[config.mk]
export PLATFORM = sky130hd
export DESIGN_NAME = lsu_mem_sequencer
export DESIGN_NICKNAME = d
export VERILOG_FILES = /design/src/rtl/lsu_mem_sequencer_pkg.sv /design/src/rtl/lsu_mem_sequencer.sv
export SDC_FILE = /design/constraint.sdc
export NUM_CORES = 1
export LEC_CHECK = 0
export ABC_AREA = 1
export BUFFER_PORTS_ARGS = -buffer_cell sky130_fd_sc_hd__buf_2
export CAP_MARGIN = 15
export CORE_UTILIZATION = 30
export DETAILED_ROUTE_END_ITERATION = 8
export PLACE_DENSITY = 0.66
export SETUP_SLACK_MARGIN = 0.1
export SLEW_MARGIN = 5
export SYNTH_ARGS = -nofsm -noshare
export SYNTH_HDL_FRONTEND = slang
export SYNTH_SLANG_ARGS = --single-unit
[constraint.sdc]
create_clock -name clock -period 1.71 [get_ports clock]
set_input_delay 0.0855 -clock clock [delete_from_list [all_inputs] [get_ports clock]]
set_output_delay 0.0855 -clock clock [all_outputs]
set_load 0.03 [all_outputs]
[src/rtl/lsu_mem_sequencer_pkg.sv]
// Shared types for the LSU memory sequencer: operator codes, FSM states and the word byte-enable.
package lsu_mem_sequencer_pkg;

  typedef enum logic [1:0] {
    LSU_NONE = 2'b00,
    LSU_LW   = 2'b01,
    LSU_SW   = 2'b10
  } load_store_func_code;

  typedef enum logic [1:0] {
    ST_IDLE = 2'b00,
    ST_REQ  = 2'b01,
    ST_WAIT = 2'b10
  } lsu_seq_state_e;

  localparam logic [3:0] LSU_BE_WORD = 4'hF;

  function automatic logic is_word_aligned(input logic [1:0] lsb);
    return (lsb == 2'b00);
  endfunction

endpackage

[src/rtl/lsu_mem_sequencer.sv]
// Sequences one LW/SW at a time onto the req/gnt/rvalid data bus; load result 1 cycle after rvalid.
// Holds upstream via lsu_busy_op while REQ/WAIT; optional abort timer under LSU_TIMEOUT_EN.
// Latency: accept c0, req c1, rvalid >= c2, load_valid_op >= c3. Upstream inputs ignored while busy.
module lsu_mem_sequencer
  import lsu_mem_sequencer_pkg::*;
#(
  parameter int ADDR_WIDTH     = 32,
  parameter int TIMEOUT_CYCLES = 64
) (
  input  logic                  clock,
  input  logic                  reset,
  input  logic                  lsu_en_ip,
  input  logic [1:0]            lsu_operator_ip,
  input  logic                  alu_valid_ip,
  input  logic [ADDR_WIDTH-1:0] mem_addr_ip,
  input  logic [31:0]           mem_wdata_ip,
  input  logic                  data_gnt_i,
  input  logic                  data_rvalid_i,
  input  logic [31:0]           data_rdata_i,
  output logic                  data_req_op,
  output logic                  data_we_op,
  output logic [3:0]            data_be_op,
  output logic [ADDR_WIDTH-1:0] data_addr_op,
  output logic [31:0]           data_wdata_op,
  output logic                  lsu_busy_op,
  output logic [31:0]           load_mem_data_op,
  output logic                  load_valid_op,
  output logic                  misaligned_err_op,
  output logic                  timeout_err_op
);

  if (TIMEOUT_CYCLES < 2 || ADDR_WIDTH < 2) begin : g_param_check
    $error("lsu_mem_sequencer: TIMEOUT_CYCLES and ADDR_WIDTH must both be >= 2");
  end

  lsu_seq_state_e r_state;
  lsu_seq_state_e w_state_nxt;

  logic                  r_we;
  logic [3:0]            r_be;
  logic [ADDR_WIDTH-1:0] r_addr;
  logic [31:0]           r_wdata;
  logic [31:0]           r_ldata;
  logic                  r_load_vld;
  logic                  r_misaligned;
  logic                  r_timeout;

  logic w_is_mem_op;
  logic w_accept;
  logic w_start;
  logic w_misalign;
  logic w_done;
  logic w_timeout;

  // Unknown operator codes are silently dropped, so they never raise a misalignment error.
  assign w_is_mem_op = (lsu_operator_ip == LSU_LW) || (lsu_operator_ip == LSU_SW);
  assign w_accept    = (r_state == ST_IDLE) && lsu_en_ip && alu_valid_ip && w_is_mem_op;
  assign w_start     = w_accept && is_word_aligned(mem_addr_ip[1:0]);
  assign w_misalign  = w_accept && !is_word_aligned(mem_addr_ip[1:0]);
  assign w_done      = (r_state == ST_WAIT) && data_rvalid_i;

`ifdef LSU_TIMEOUT_EN
  localparam int CNT_W = $clog2(TIMEOUT_CYCLES);

  logic [CNT_W-1:0] r_cnt;

  // Completion on the final counted cycle takes priority over the abort.
  assign w_timeout = (r_state != ST_IDLE) && (r_cnt == CNT_W'(TIMEOUT_CYCLES - 1)) && !w_done;

  always_ff @(posedge clock or negedge reset) begin
    if (!reset) begin
      r_cnt <= '0;
    end else if (w_start) begin
      r_cnt <= '0;
    end else if (r_state != ST_IDLE) begin
      r_cnt <= r_cnt + CNT_W'(1);
    end
  end
`else
  assign w_timeout = 1'b0;
`endif

  always_ff @(posedge clock or negedge reset) begin
    if (!reset) begin
      r_state <= ST_IDLE;
    end else begin
      r_state <= w_state_nxt;
    end
  end

  always_comb begin
    w_state_nxt = r_state;
    data_req_op = 1'b0;
    lsu_busy_op = 1'b0;
    case (r_state)
      ST_IDLE: begin
        if (w_start) begin
          w_state_nxt = ST_REQ;
        end
      end
      ST_REQ: begin
        data_req_op = 1'b1;
        lsu_busy_op = 1'b1;
        if (data_gnt_i) begin
          w_state_nxt = ST_WAIT;
        end
      end
      ST_WAIT: begin
        lsu_busy_op = 1'b1;
        if (data_rvalid_i) begin
          w_state_nxt = ST_IDLE;
        end
      end
      default: begin
        w_state_nxt = ST_IDLE;
      end
    endcase
    if (w_timeout) begin
      w_state_nxt = ST_IDLE;
    end
  end

  // Bus fields are captured once at accept and held, so they stay stable through any gnt delay.
  always_ff @(posedge clock or negedge reset) begin
    if (!reset) begin
      r_we    <= 1'b0;
      r_be    <= 4'h0;
      r_addr  <= '0;
      r_wdata <= 32'h0;
    end else if (w_start) begin
      r_we    <= (lsu_operator_ip == LSU_SW);
      r_be    <= LSU_BE_WORD;
      r_addr  <= mem_addr_ip;
      r_wdata <= mem_wdata_ip;
    end
  end

  always_ff @(posedge clock or negedge reset) begin
    if (!reset) begin
      r_ldata      <= 32'h0;
      r_load_vld   <= 1'b0;
      r_misaligned <= 1'b0;
      r_timeout    <= 1'b0;
    end else begin
      r_load_vld   <= w_done && !r_we;
      r_misaligned <= w_misalign;
      r_timeout    <= w_timeout;
      if (w_done && !r_we) begin
        r_ldata <= data_rdata_i;
      end
    end
  end

  assign data_we_op        = r_we;
  assign data_be_op        = r_be;
  assign data_addr_op      = r_addr;
  assign data_wdata_op     = r_wdata;
  assign load_mem_data_op  = r_ldata;
  assign load_valid_op     = r_load_vld;
  assign misaligned_err_op = r_misaligned;
  assign timeout_err_op    = r_timeout;

endmodule

==> metrics, run 1 <==
Max-Cap Viols=0; crit start category=flip-flop; leakage power=3.92 nW; Final Util=49.3%; core footprint=13,900 sq um; Ports=210; WL/cell=12.9 um; die height=121 um; simple-gate portion of the synthesized area=16.1%; Initial Util=30.6%; post-synthesis mux area share=0%; worst-margin pin slew=0.540 ns; Worst Hold Launch=lsu_operator_ip[1]; CTS tree=built; design area=6850 sq um; Ys Warns=0; clock buffer depth=2; largest net degree at the start of global routing=45; CP cell instances=inv_2 -> ha_1 -> inv_1 -> nor2_2 -> nand3_4 -> buf_12 -> clkbuf_16 -> nand2_1 -> o21ai_2; Syn Nets=558; Post-Layout Cell Count=938; Cells after Synth=449; total CTS buffers=9; cell row count=43; initial antenna violation count=0; Total GRT Usage=15.9%; clock transition at the registers of the reported paths=0.07 ns; total number of vias=3,864; status=finished clean; slowest cell delay on critical path=0.40 ns; WHS Path Cells=3; critical path arrival=1.77 ns; Post-Synth Adder-Cell Area=1.47%; Mean Syn Cell Area=9.47 sq um; R2R setup slack=0.19 ns; share of cells above drive strength 1=36.9%; DP Cell Count=821; Vias/cell=4.12; synthesis-to-layout area growth=61.0%; skew final=0.00868 ns; flops & latches, synth=102; largest family of logic cells by synthesized area=simple AND/OR/NAND/NOR gates; die area=14,700 sq um; vias in the first global route=3,733; routability cong.=0.712; sequential share of the synthesized area=60.0%; minimum clock period after layout=1.52 ns; global-route wire length before repair=18,000 um; RSZ-0062 raised after global routing=false; post-synthesis compound-gate area fraction=11.1%; VDD IR max=0.886 mV; fmax=657 MHz; width of the die=121 um; Final Slew Violations=0; DRT antenna net count=0; WP data required=1.95 ns; Final period util=89.0%; DRC Markers=0; worst r2r src=r_state[0]; total iterations of the first detailed-routing run=4; H-tree levels=3; HPWL Detailed=6910 um; port bufs=208; # diodes=0; Worst Hold Class=in -> reg; crit path capture type=flip-flop; most common cell after layout, fill and taps aside=buf_2; Final Hold Viols=0; most frequent cells in the layout=buf_2 (207), nand2_1 (171), dfrtp_1 (102); critical path's slowest cell=dfrtp_1; slew margin rel.=63.9%; Yosys cell types=18; Hold Path End=misaligned_err_op; R2R Path End=data_wdata_op[27]; PwrDens=1730 nW/um^2; final setup fails=0; GRT overflow=0; setup TNS=0 ns; initial drt markers=169; Synth Area in XOR/XNOR=0%; Crit Path Category=reg -> reg; Max FO, Critical Path=22; Skew-Pair Late Insertion Delay=0.35 ns; placed cell areas=5450 sq um; Reg2Reg Depth=9; root buffer cell=clkbuf_16; area of the mapped netlist=4250 sq um; total wire length=12,100 um; # clock sinks=102; Nets=862
layer usage:
layer | vias up | routed length, um | global-route usage, %
li1 | 1947 | - | -
met5 | - | 0 | 0
met2 | 141 | 6070 | 27.7
met4 | 0 | 249 | 7.41
met1 | 1758 | 4960 | 18.2
met3 | 18 | 774 | 3.81
per-stage QoR:
| stage | power, mW | setup slack (ns) | hold slack (ns) |
|---|---|---|---|
| 2_1_floorplan | 7.77 | 0.336 | -0.210 |
| 3_3_place_gp | 9.37 | 0.183 | 0.0979 |
| 3_5_place_dp | 9.45 | 0.165 | 0.0985 |
| 4_1_cts | 11.9 | 0.172 | 0.0347 |
| 5_1_grt | 12.6 | 0.0996 | 0.0594 |
| 6_report | 11.8 | 0.188 | 0.0591 |
Yosys cell counts (all sizes together):
| master | count | share of area (%) |
|---|---|---|
| inv | 75 | 6.6 |
| buf | 23 | 4.6 |
| nand3 | 3 | 0.47 |
| nand2 | 171 | 15 |
| ha | 5 | 1.5 |
| clkbuf | 1 | 0.088 |
| conb | 1 | 0.088 |
| o21ai | 64 | 11 |
| dfrtp | 102 | 60 |
| nor4 | 1 | 0.15 |
| nor2 | 3 | 0.38 |
report_power, final:
group          switching, mW  internal [mW]  total (mW)
clock network          0.882           1.32        2.20
logic                   3.82           1.71        5.53
registers              0.575           3.53        4.10
total                   5.28           6.55        11.8
worst max-delay path by stage:
| stage | startpoint | to | cells after the start |
|---|---|---|---|
| finish | r_state[0] | data_wdata_op[27] | 9 |
| global route | r_state[0] | data_wdata_op[27] | 9 |
| CTS | r_state[0] | data_addr_op[16] | 8 |
| detailed placement | r_state[0] | data_addr_op[31] | 8 |
| global placement | r_state[0] | data_addr_op[16] | 8 |
| floorplan | r_state[0] | r_state[1] | 10 |
critical path, delay by kind of cell (launching register included):
| family | cells | cell delay [ns] |
|---|---|---|
| fa+ha+maj | 1 | 0.16 |
| compound gates | 1 | 0.05 |
| buf+inv | 4 | 0.52 |
| simple gates | 3 | 0.30 |
| flops | 1 | 0.40 |
state kept, by name (all words and copies together), names as in the netlist:
register	cells
data_wdata_op	32
misaligned_err_op	1
load_mem_data_op	32
r_state	2
load_valid_op	1
data_we_op	1
data_addr_op	32
data_be_op	1
cell type report:
class,count,area (sq um)
Fill cell,1226,7030
Clock inverter,4,70.1
Inverter,75,282
Tap cell,180,225
Multi-Input combinational cell,248,1230
Sequential cell,102,2550
Clock buffer,12,246
Timing Repair Buffer,317,2240
repair_timing:
| action | 4_1_cts | 5_1_grt |
|---|---|---|
| setup buffers | 0 | 1 |
| hold buffers | 97 | 0 |
| gates resized for setup | 0 | 5 |
| hold endpoints to repair | 129 | 0 |
| setup endpoints to repair | 0 | 32 |
kinds of logic (layout without fill, tap and decap cells):
kind of cell	after synthesis	after routing
fa+ha+maj	5	5
flops	102	102
compound gates	64	64
other cells	1	1
simple gates	178	178
buf+inv	99	408
Note: power is estimated with default switching activity, not from simulation.
==> run 2: changes to the inputs <==
- CELL_PAD_IN_SITES_DETAIL_PLACEMENT: default -> 2
- CELL_PAD_IN_SITES_GLOBAL_PLACEMENT: default -> 2
- CORE_UTILIZATION: 30 -> 26
- PLACE_DENSITY: 0.66 -> 0.9
==> run 2 against run 1 <==
Clock-buffer cell count unchanged. Register-to-register slack got worse by 0.07 ns. Hold slack worse by 0.043 ns. First-iteration DRC count shrank 36%. Critical path type unchanged.
==> metrics, run 2 (synthesis results as in run 1) <==
Switching Share=47.4% (+2.7 points); delay-heaviest family, CP=simple AND/OR/NAND/NOR gates; minimum clock period after layout=1.59 ns (+0.0705 ns); most frequent cells in the layout=buf_2 (207), nand2_1 (161), dfrtp_1 (102); Max FO, Critical Path=4 (-82%); RSZ-0062 raised after global routing=true; DRT antenna net count=0 (unchanged); share of cells above drive strength 1=40.5% (+3.6 points); Total GRT Usage=22.4% (+6.5 points); crit start category=flip-flop; setup TNS=0 ns (unchanged); Worst Hold Launch=mem_wdata_ip[13]; R2R Path End=r_state[0]; WP data required=1.94 ns (about the same); Nets=874 (+1.4%); routability cong.=0.731 (+2.7%); total CTS buffers=9 (unchanged); critical path's slowest cell=dfrtp_1; width of the die=130 um (+7.3%); die area=16,900 sq um (+15%); VDD IR max=0.739 mV (-17%); sequential power share=33.9% (-0.8 points); Vias/cell=4.39 (+6.5%); synthesis-to-layout area growth=66.7%; total number of vias=4,327 (+12%); CP cell instances=inv_2 -> ha_4 -> inv_2 -> nor2_4 -> buf_4 -> nand3_2 -> nand2_1 -> nand2_1 -> nand2_1 -> nand2_1; final setup fails=0 (unchanged); clock transition at the registers of the reported paths=0.07 ns (about the same); DP Cell Count=855 (+4.1%); initial antenna violation count=0 (unchanged); Final Slew Violations=0 (unchanged); critical path arrival=1.82 ns (+0.05 ns); P_sw=5.97 mW (+13%); setup ws final=0.117 ns (-0.0705 ns); fmax=628 MHz (-4.4%); GRT overflow=0 (unchanged); total wire length=19,300 um (+60%); leakage power=4.01 nW (+2.2%); most used cell, CP=nand2_1; port bufs=208 (unchanged); WL/cell=19.6 um (+52%); status=finished clean; CTS tree=built; combinational share of power=48.9% (+2.2 points); slowest cell delay on critical path=0.41 ns (about the same); root buffer cell=clkbuf_16; Final Util=44.5% (-4.9 points); Initial Util=26.7% (-4.0 points); Buf/Inv on CP=3 (-1); core footprint=15,900 sq um (+15%); Crit Path Category=reg -> reg; Reg2Reg Depth=10 (+1); worst r2r src=r_state[0]; largest net degree at the start of global routing=53 (+18%); Final period util=93.1% (+4.1 points); area occupied by multi-input gates=1300 sq um (+5.9%); clock buffer depth=2 (unchanged); global-route wire length before repair=27,900 um (+55%); H-tree levels=3 (unchanged); Skew-Pair Late Insertion Delay=0.34 ns (about the same); R2R setup slack=0.12 ns (-0.07 ns); cell row count=46 (+7.0%); Max-Cap Viols=0 (unchanged); Seq. cell area=2550 sq um (unchanged); die height=130 um (+7.3%); Final Hold Viols=0 (unchanged); crit path capture type=flip-flop; Post-Layout Cell Count=986 (+5.1%); cell-internal power=6.64 mW (+1.3%); vias in the first global route=5,027 (+35%); initial drt markers=109 (-36%); Hold Path End=data_wdata_op[13]; total iterations of the first detailed-routing run=4 (unchanged); skew final=0.0104 ns (+0.00176 ns); DRC Markers=0 (unchanged); Layout fillers=1,740 (+42%); Power Total=12.6 mW (+6.6%); # clock sinks=102 (unchanged); most common cell after layout, fill and taps aside=buf_2; Ports=210 (unchanged); Worst Hold Class=in -> reg; Place WS=-0.104 ns (-0.270 ns); WHS Path Cells=3 (unchanged); PwrDens=1780 nW/um^2 (+3.0%); clock share of power=17.2% (-1.4 points); HPWL Detailed=10,600 um (+53%); # diodes=0 (unchanged)
-- run 2: cell types whose count changed in the layout (fill, tap and decap cells not counted), moves of 2 or more --
cell,delta
buf_4,+14
nand2_1,-10
nand2_2,+10
dlygate4sd3_1,-5
buf_16,+4
buf_12,-3
clkinv_2,-2
clkinv_4,+2
nor2_2,-2
nor2_4,+2
-- run 2: layout make-up --
cell class / count / share of cell area (%)
Tap cell: 216 / 3.81
Timing Repair Buffer: 328 / 33.4
Clock inverter: 4 / 0.777
Sequential cell: 102 / 36.0
Multi-Input combinational cell: 249 / 18.4
Clock buffer: 12 / 3.62
Inverter: 75 / 4.08
-- run 2: timing repair --
action,CTS,global route
resized for setup,11,25
setup endpoints to repair,92,93
buffers inserted,7,9
cloned,4,3
hold buffers,91,1
pin swaps,2,2
hold endpoints to repair,121,1
-- run 2: per-stage QoR --
stage / area (sq um) / hold WS, ns
final: 7090 / 0.0156
after global routing: 7090 / 0.000737
after CTS: 6850 / 0.00134
after detailed placement: 5450 / 0.0659
after global placement: 5450 / 0.0592
after floorplan: 4250 / -0.210
-- run 2: worst reg2reg max path: stages, from the launching register on --
cell and delay, ns:
dfrtp_1 0.41, inv_2 0.11, ha_4 0.15, inv_2 0.05, nor2_4 0.12, buf_4 0.14
nand3_2 0.12, nand2_1 0.16, nand2_1 0.08, nand2_1 0.09, nand2_1 0.06
-- run 2: worst max path at each step --
stage / start / to / slack [ns] / cells past startpoint
detailed placement: r_state[0] / load_mem_data_op[14] / -0.10 / 7
finish: r_state[0] / r_state[0] / 0.12 / 10
CTS: r_state[1] / data_wdata_op[2] / 0.11 / 9
global placement: r_state[1] / data_wdata_op[18] / 0.08 / 8
global route: r_state[0] / data_wdata_op[15] / 0.07 / 9
floorplan: r_state[0] / r_state[1] / 0.34 / 10
-- run 2: power groups by stage --
stage / Combinational (mW) / Sequential, mW / Clock, mW
floorplan: 1.44 / 6.33 / 0
global placement: 5.25 / 4.12 / 0
detailed placement: 5.55 / 4.20 / 0
CTS: 5.83 / 4.18 / 2.21
global route: 6.57 / 4.39 / 2.30
finish: 6.17 / 4.27 / 2.17
-- run 2: layer usage --
layer  track usage (%)  vias up  part of all wire [%]
met5                 0        -                     0
met4              6.84        0                   2.4
met3              4.26       37                   4.6
met2              46.7      161                    58
met1              21.7     2157                    35
li1                  -     1972                     -
